[config.mk]
export PLATFORM = sky130hd
export DESIGN_NAME = mem_arbiter
export DESIGN_NICKNAME = d
export VERILOG_FILES = /design/src/rtl/mem_arbiter_pkg.sv /design/src/rtl/mem_arb_rr.sv /design/src/rtl/mem_arbiter.sv
export SDC_FILE = /design/constraint.sdc
export NUM_CORES = 1
export LEC_CHECK = 0
export ABC_AREA = 1
export CAP_MARGIN = 0
export CORE_MARGIN = 4
export CORE_UTILIZATION = 42
export CTS_CLUSTER_SIZE = 12
export DETAILED_ROUTE_END_ITERATION = 10
export GPL_TIMING_DRIVEN = 0
export HOLD_SLACK_MARGIN = 0.03
export PLACE_DENSITY = 0.85
export SETUP_SLACK_MARGIN = 0.05
export SLEW_MARGIN = 20
export SYNTH_ARGS = -nofsm -noshare
export SYNTH_HDL_FRONTEND = slang
export SYNTH_SLANG_ARGS = --single-unit
[constraint.sdc]
create_clock -name clk -period 2.36 [get_ports clk]
set_clock_uncertainty 0.05 [all_clocks]
set_input_delay 0.472 -clock clk [delete_from_list [all_inputs] [get_ports clk]]
set_output_delay 0.472 -clock clk [all_outputs]
set_load 0.02 [all_outputs]
[src/rtl/mem_arbiter_pkg.sv]
// Shared types for the two-requester memory arbiter: FSM states, owner
// encoding and the default outstanding-transaction timeout.
package mem_arbiter_pkg;

  typedef enum logic [1:0] {
    ST_IDLE = 2'd0,
    ST_REQ  = 2'd1,
    ST_WAIT = 2'd2
  } state_e;

  typedef enum logic {
    OWNER_IFU = 1'b0,
    OWNER_LSU = 1'b1
  } owner_e;

  localparam int DEFAULT_TIMEOUT = 255;

endpackage

[src/rtl/mem_arb_rr.sv]
// Two-way round-robin grant: on a tie the requester not granted last wins.
// The last-grant register only moves when a grant is actually issued.
module mem_arb_rr
  import mem_arbiter_pkg::*;
(
  input  logic   clk,
  input  logic   rst,
  input  logic   en_i,
  input  logic   ifu_req_i,
  input  logic   lsu_req_i,
  output logic   gnt_vld_o,
  output owner_e gnt_owner_o
);

  owner_e last_q, last_d;

  always_comb begin
    gnt_vld_o   = en_i & (ifu_req_i | lsu_req_i);
    gnt_owner_o = OWNER_IFU;
    if (ifu_req_i && lsu_req_i) begin
      gnt_owner_o = (last_q == OWNER_IFU) ? OWNER_LSU : OWNER_IFU;
    end else if (lsu_req_i) begin
      gnt_owner_o = OWNER_LSU;
    end
    last_d = last_q;
    if (gnt_vld_o) begin
      last_d = gnt_owner_o;
    end
  end

  // Resetting to LSU makes the IFU win the first tie.
  always_ff @(posedge clk) begin
    if (!rst) begin
      last_q <= OWNER_LSU;
    end else begin
      last_q <= last_d;
    end
  end

endmodule

[src/rtl/mem_arbiter.sv]
// Arbitrates IFU fetches and LSU loads/stores onto a single downstream memory
// port with one outstanding transaction and a per-transaction timeout.
module mem_arbiter
  import mem_arbiter_pkg::*;
#(
  parameter int WIDTH   = 32,
  parameter int TIMEOUT = DEFAULT_TIMEOUT
) (
  input  logic               clk,
  input  logic               rst,
  input  logic               ifu_req_valid,
  output logic               ifu_req_ready,
  input  logic [WIDTH-1:0]   ifu_addr,
  output logic               ifu_rsp_valid,
  output logic [WIDTH-1:0]   ifu_rsp_data,
  output logic               ifu_rsp_err,
  input  logic               lsu_req_valid,
  output logic               lsu_req_ready,
  input  logic [WIDTH-1:0]   lsu_addr,
  input  logic               lsu_we,
  input  logic [WIDTH-1:0]   lsu_wdata,
  input  logic [WIDTH/8-1:0] lsu_wmask,
  output logic               lsu_rsp_valid,
  output logic [WIDTH-1:0]   lsu_rsp_data,
  output logic               lsu_rsp_err,
  output logic               mem_req_valid,
  input  logic               mem_req_ready,
  output logic [WIDTH-1:0]   mem_addr,
  output logic               mem_we,
  output logic [WIDTH-1:0]   mem_wdata,
  output logic [WIDTH/8-1:0] mem_wmask,
  input  logic               mem_rsp_valid,
  input  logic [WIDTH-1:0]   mem_rsp_data,
  input  logic               mem_rsp_err
);

  localparam int MW    = WIDTH / 8;
  localparam int CNT_W = $clog2(TIMEOUT + 1);

  state_e             state_q, state_d;
  owner_e             owner_q, owner_d;
  logic [WIDTH-1:0]   addr_q, addr_d;
  logic [WIDTH-1:0]   wdata_q, wdata_d;
  logic               we_q, we_d;
  logic [MW-1:0]      wmask_q, wmask_d;
  logic [CNT_W-1:0]   cnt_q, cnt_d;
  logic               ifu_vld_q, ifu_vld_d, lsu_vld_q, lsu_vld_d;
  logic [WIDTH-1:0]   ifu_data_q, ifu_data_d, lsu_data_q, lsu_data_d;
  logic               ifu_err_q, ifu_err_d, lsu_err_q, lsu_err_d;

  logic               gnt_vld;
  owner_e             gnt_owner;
  logic               timeout_hit;
  logic               rsp_fire;
  logic [WIDTH-1:0]   rsp_data;
  logic               rsp_err;

  mem_arb_rr u_rr (
    .clk         (clk),
    .rst         (rst),
    .en_i        (state_q == ST_IDLE),
    .ifu_req_i   (ifu_req_valid),
    .lsu_req_i   (lsu_req_valid),
    .gnt_vld_o   (gnt_vld),
    .gnt_owner_o (gnt_owner)
  );

  // The counter reaches TIMEOUT at the edge ending the cycle where this holds.
  assign timeout_hit = (cnt_q == CNT_W'(TIMEOUT - 1));

  always_comb begin
    state_d  = state_q;
    owner_d  = owner_q;
    addr_d   = addr_q;
    we_d     = we_q;
    wdata_d  = wdata_q;
    wmask_d  = wmask_q;
    cnt_d    = cnt_q;
    rsp_fire = 1'b0;
    rsp_data = '0;
    rsp_err  = 1'b0;
    case (state_q)
      ST_IDLE: begin
        if (gnt_vld) begin
          owner_d = gnt_owner;
          cnt_d   = '0;
          state_d = ST_REQ;
          if (gnt_owner == OWNER_IFU) begin
            addr_d  = ifu_addr;
            we_d    = 1'b0;
            wdata_d = '0;
            wmask_d = '0;
          end else begin
            addr_d  = lsu_addr;
            we_d    = lsu_we;
            wdata_d = lsu_wdata;
            wmask_d = lsu_wmask;
          end
        end
      end
      ST_REQ: begin
        cnt_d = cnt_q + 1'b1;
        if (timeout_hit) begin
          rsp_fire = 1'b1;
          rsp_err  = 1'b1;
          state_d  = ST_IDLE;
        end else if (mem_req_ready) begin
          state_d = ST_WAIT;
        end
      end
      ST_WAIT: begin
        cnt_d = cnt_q + 1'b1;
        // A real response arriving on the timeout cycle takes precedence.
        if (mem_rsp_valid) begin
          rsp_fire = 1'b1;
          rsp_data = mem_rsp_data;
          rsp_err  = mem_rsp_err;
          state_d  = ST_IDLE;
        end else if (timeout_hit) begin
          rsp_fire = 1'b1;
          rsp_err  = 1'b1;
          state_d  = ST_IDLE;
        end
      end
      default: state_d = ST_IDLE;
    endcase

    ifu_vld_d  = rsp_fire && (owner_q == OWNER_IFU);
    lsu_vld_d  = rsp_fire && (owner_q == OWNER_LSU);
    ifu_data_d = ifu_vld_d ? rsp_data : ifu_data_q;
    ifu_err_d  = ifu_vld_d ? rsp_err  : ifu_err_q;
    lsu_data_d = lsu_vld_d ? rsp_data : lsu_data_q;
    lsu_err_d  = lsu_vld_d ? rsp_err  : lsu_err_q;
  end

  always_ff @(posedge clk) begin
    if (!rst) begin
      state_q    <= ST_IDLE;
      owner_q    <= OWNER_IFU;
      addr_q     <= '0;
      we_q       <= 1'b0;
      wdata_q    <= '0;
      wmask_q    <= '0;
      cnt_q      <= '0;
      ifu_vld_q  <= 1'b0;
      lsu_vld_q  <= 1'b0;
      ifu_data_q <= '0;
      ifu_err_q  <= 1'b0;
      lsu_data_q <= '0;
      lsu_err_q  <= 1'b0;
    end else begin
      state_q    <= state_d;
      owner_q    <= owner_d;
      addr_q     <= addr_d;
      we_q       <= we_d;
      wdata_q    <= wdata_d;
      wmask_q    <= wmask_d;
      cnt_q      <= cnt_d;
      ifu_vld_q  <= ifu_vld_d;
      lsu_vld_q  <= lsu_vld_d;
      ifu_data_q <= ifu_data_d;
      ifu_err_q  <= ifu_err_d;
      lsu_data_q <= lsu_data_d;
      lsu_err_q  <= lsu_err_d;
    end
  end

  assign ifu_req_ready = gnt_vld && (gnt_owner == OWNER_IFU);
  assign lsu_req_ready = gnt_vld && (gnt_owner == OWNER_LSU);
  assign mem_req_valid = (state_q == ST_REQ);
  assign mem_addr      = addr_q;
  assign mem_we        = we_q;
  assign mem_wdata     = wdata_q;
  assign mem_wmask     = wmask_q;
  assign ifu_rsp_valid = ifu_vld_q;
  assign ifu_rsp_data  = ifu_data_q;
  assign ifu_rsp_err   = ifu_err_q;
  assign lsu_rsp_valid = lsu_vld_q;
  assign lsu_rsp_data  = lsu_data_q;
  assign lsu_rsp_err   = lsu_err_q;

endmodule
=== Word level (Yosys, flattened, before mapping) ===
Index checks and enable logic that the tools add are counted.

* Add/subtract/negate cells: 1
* Eq/ne operators: 6
* Muxes and demuxes: 22
* Bitwise logic cells: 4
* Reductions and logical operators: 11

{| class="wikitable"
|+ Operator list
! kind !! number
|-
| 2-to-1 mux 32 bit || 4
|-
| case mux 8 bit (2 select lines) || 1
|-
| 2-to-1 mux 2 bit || 5
|-
| adder 8 x 1 -> 8 bit (second input constant) || 1
|-
| equality test 8 bit (second input constant) || 1
|-
| 2-to-1 mux 8 bit || 1
|-
| 2-to-1 mux 1 bit || 7
|-
| case mux 2 bit (3 select lines) || 1
|-
| logical AND 1 bit || 5
|-
| 2-to-1 mux 4 bit || 1
|-
| case mux 1 bit (2 select lines) || 2
|-
| AND reduction 2 bit || 2
|-
| != test 3 x 1 -> 1 bit (second input constant) || 1
|-
| != test 3 bit (second input constant) || 1
|-
| AND reduction 3 bit || 1
|-
| equality test 2 x 1 -> 1 bit (second input constant) || 1
|-
| equality test 2 bit (second input constant) || 1
|-
| logical NOT 2 bit || 1
|-
| != test 2 bit (second input constant) || 1
|-
| NOT 1 bit || 2
|-
| nonzero test 2 bit || 1
|-
| OR reduction 2 bit || 1
|-
| bitwise AND 1 bit || 1
|-
| bitwise OR 1 bit || 1
|}

* Flip-flop bits (word level): 149
* Logic and storage cells: 58

=== Longest topological paths before layout ===
Gate-level depths: netlist (run 1).

* Depth after elaboration: 5
* Depth in mapped cells: 11

=== Modules after synthesis ===
A second synthesis (run 1) with hierarchy kept.

* Cells, all modules: 986
* Area total of the unflattened synthesis: 6562.5 µm²

{| class="wikitable"
|+ Modules (own cells, without submodules)
! module !! instances !! cells an instance !! area each (µm²)
|-
| mem_arbiter || 1 || 978 || 6505.0
|-
| mem_arb_rr || 1 || 8 || 57.6
|}

=== Least setup slack after synthesis (run 1) ===
OpenSTA, ideal clock, no wires.

* Path kind: register to output
* From: reg state_q[0]
* To: out ifu_req_ready
* Arrival time: 1.339 ns
* Required time: 1.838 ns
* Setup slack: 0.499 ns
* Cell stages (with the launch flop): 7
* Path buffers: 2
* Path through: dfxtp_1 -> inv_1 -> ha_1 -> o21ai_1 -> clkbuf_1 -> nor2_1 -> buf_2

* Longest elaborated chain between the ends: 3

{| class="wikitable"
|+ Ends and longest elaborated chain
! element !! line !! text
|-
| from (decl) || mem_arbiter.sv:40 || <nowiki>state_e state_q, state_d;</nowiki>
|-
| from (signal assigned) || mem_arbiter.sv:152 || <nowiki>state_q <= state_d;</nowiki>
|-
| logical NOT 2 bit || mem_arbiter.sv:61 || <nowiki>.en_i (state_q == ST_IDLE),</nowiki>
|-
| bitwise AND 1 bit || mem_arb_rr.sv:18 || <nowiki>gnt_vld_o = en_i & (ifu_req_i | lsu_req_i);</nowiki>
|-
| logical AND 1 bit || mem_arbiter.sv:168 || <nowiki>assign ifu_req_ready = gnt_vld && (gnt_owner == OWNER_IFU);</nowiki>
|-
| to (decl) || mem_arbiter.sv:12 || <nowiki>output logic ifu_req_ready,</nowiki>
|}

No other way between the ends.

=== Worst setup path in the final report (run 1) ===
Same ends and word-level chain as after synthesis.

==> run metrics, run 1 <==
xor-xnor portion of the synthesized cell area less than 1%; slack of the worst reg-to-reg path 300 ps; Core Box Area 0.0148 mm2; slew at the pin closest to its max-slew limit 533 ps; total nets after synthesis about 1,100; RSZ-0062 raised after global routing yes; post-DP HPWL ~17,000 um; Final Instance Area 0.0101 mm2; number of register bits inferred by synthesis 149; clock transition at the registers of the reported paths roughly 60 ps; minimum period implied by the final worst setup slack 2240 ps; Tcrit/Tclk final a little over nine tenths; required time of the critical path between 1500 and 2000 ps; CTS Hold Bufs 0; first-iteration detailed-routing DRC count ~330; Mapped Cells 952; via count of the first global-routing pass 6,652; Total Wirelength 21,800 um; most frequent cells in the layout 355 x nand2_1, 276 x clkdlybuf4s50_1, 147 x dfxtp_1; number of slew-limit violations in the final report 0; Total Nets Final around 1,400; Initial DRT Pass Iterations 5; cell internal power dissipation between 6 and 7 mW; Synth Area per Inst 6.73 um2; Switching Fraction 35.3%; horizontal die dimension 132 um; maximum resistive drop on vdd 0.000613 V; die height 132 um; number of H-tree branching levels 4; share of synthesized cell area in and, or, nand and nor gates 32.8%; number of placed I/O pins 280; logic gate share of total power 36.2%; maximum fanout along the worst path 10; DRC 0; post-synthesis instance area 0.00641 mm2; aggregate global routing overflow 0; drt via density 4.79; combinational family with the most area after synthesis simple AND/OR/NAND/NOR gates; number of buffers added by the clock tree synthesis step 17; portion of total power attributed to the clock network between 30 and 40%; relative max-transition margin 64.1%; clock sink total 149; category of the most critical setup path flip-flop to primary output; number of cell rows 44; kind of path behind the tightest hold check flip-flop to flip-flop; via count about 7,000; total power around 9.5 mW; Initial Utilization 43.5%; power share of the sequential group 32.8%; Worst-Skew Late Latency 420 ps; critical path launch point type flip-flop; global router's overall resource usage approximately 24%; power per unit of standard cell area between 900 and 1000 mW/mm2; floorplan die area around 0.017 mm2; wire length per cell around 15 um; Setup violations, final 0; number of warnings printed during yosys synthesis 0; dpl cell area 0.00942 mm2; post-synthesis mux area share 0%; Switching Power 3.34 mW; max-cap violation count 0; global-route wire length before repair 33,500 um; fraction of final layout cells sized beyond drive strength 1 roughly 5.6%; number of instances on the worst hold path 2; run status completed; sequential share of the synthesized area 46.5%; pin count of the biggest net entering global routing 17; root buf cell clkbuf_16; most common cell after layout, fill and taps aside nand2_1; number of different library cells in the post-synthesis netlist 25; Routed Antenna Nets 0; area growth from synthesis to final layout 57.9%; area fraction in compound gates after synthesis 7.36%; Worst Setup Slack post-DPL -834 ps; maximum clock rate 446 MHz; Hold Slack 416 ps; CTS tree yes; maximum number of buffers from clock root to sink 2; final total negative setup slack 0 ps; nature of the critical path endpoint primary output; data arrival time of the critical path 1720 ps; adder and majority gate portion of the synthesized area 0.976%; worst-case reg-to-reg path depth 9; number of endpoints with negative hold slack in the final report 0; final critical-path setup slack 118 ps; static leakage 4.38 nW; final RePlAce weighted congestion around 0.90; number of port buffers between 200 and 300; initial antenna violation count 1
sequential cells by signal, summed over array words and instances, names as in the netlist:
signal	flops
ifu_rsp_err	1
mem_wmask	4
mem_we	1
ifu_rsp_valid	1
u_rr.last_q	1
lsu_rsp_valid	1
mem_wdata	32
state_q	2
lsu_rsp_err	1
lsu_rsp_data	32
ifu_rsp_data	32
cnt_q	8
owner_q	1
mem_addr	32
metrics by stage:
| stage | util (%) | instances |
|---|---|---|
| finish | 68.6 | 1447 |
| global route | 68.6 | 1447 |
| CTS | 68.5 | 1446 |
| detailed placement | 63.9 | 1414 |
| global placement | 63.9 | 1414 |
| floorplan | - | 952 |
layer usage:
metal	GRT usage [%]	share of wire, %
met1	24.8	38
met2	44.1	50
met3	8.18	8.3
met4	12.0	3.7
met5	0	0
what timing repair did:
item | 4_1_cts | 5_1_grt
setup endpoints to repair | 2 | 20
buffers inserted | 2 | 0
resized for setup | 17 | 9
pin swaps | 1 | 1
cell families after synthesis:
kind of cell / after synthesis
fa+ha+maj: 5
xor+xnor: 1
buf+inv: 186
simple gates: 528
compound gates: 83
flops: 149
final cells by class:
type | count | area [um2]
Tap cell | 184 | 230
Sequential cell | 149 | 2990
Buffer | 54 | 299
Fill cell | 1192 | 4630
Clock inverter | 11 | 175
Clock buffer | 20 | 467
Timing Repair Buffer | 280 | 2800
Multi-Input combinational cell | 617 | 2670
Inverter | 131 | 494
Antenna cell | 1 | 2.50
worst max-delay path, cell delays in order, from the launching register on:
cell     delay (ps)
dfxtp_2         330
inv_2            80
ha_4            170
o21ai_1          90
buf_4           190
nor2_4          130
buf_6           160
buf_4           150
final timing paths:
check | endpoint | startpoint
worst max-delay path | ifu_req_ready | state_q[0]
worst min-delay path | mem_wdata[17] | mem_wdata[17]
worst max register to register | ifu_rsp_data[14] | state_q[0]
worst min register to register | mem_wdata[17] | mem_wdata[17]
synth_stat cells (all sizes together):
master,count,area share (%)
a211oi,1,0.12
inv,131,7.7
a21oi,45,3.7
nor2,130,7.7
nor3,1,0.078
nand2,358,21
o21ai,4,0.31
nand3,9,1.1
xor2,1,0.14
o21a,1,0.12
nand4,30,2.9
dfxtp,149,47
a31oi,32,3.1
buf,28,3.0
clkbuf,27,1.6
ha,5,0.98
power groups by stage:
stage,registers [mW],clock network (mW),logic (mW)
2_1_floorplan,3.50,0,1.51
3_3_place_gp,3.12,0,3.29
3_5_place_dp,3.14,0,3.32
4_1_cts,3.09,2.96,3.40
5_1_grt,3.14,3.06,3.73
6_report,3.10,2.93,3.43
No activity file was read; power rests on OpenSTA's default activity.
==> run 2: changes to the inputs <==
--- a/config.mk
+++ b/config.mk
@@ -6,6 +6,7 @@
 export NUM_CORES = 1
 export LEC_CHECK = 0
 export ABC_AREA = 1
+export ABC_CLOCK_PERIOD_IN_PS = 2360
 export CAP_MARGIN = 0
 export CORE_MARGIN = 4
 export CORE_UTILIZATION = 42
@@ -19,3 +20,4 @@
 export SYNTH_ARGS = -nofsm -noshare
 export SYNTH_HDL_FRONTEND = slang
 export SYNTH_SLANG_ARGS = --single-unit
+export TNS_END_PERCENT = 30
==> results of run 2 <==
The final DEF is identical to that of run 1; final timing and power are the same.
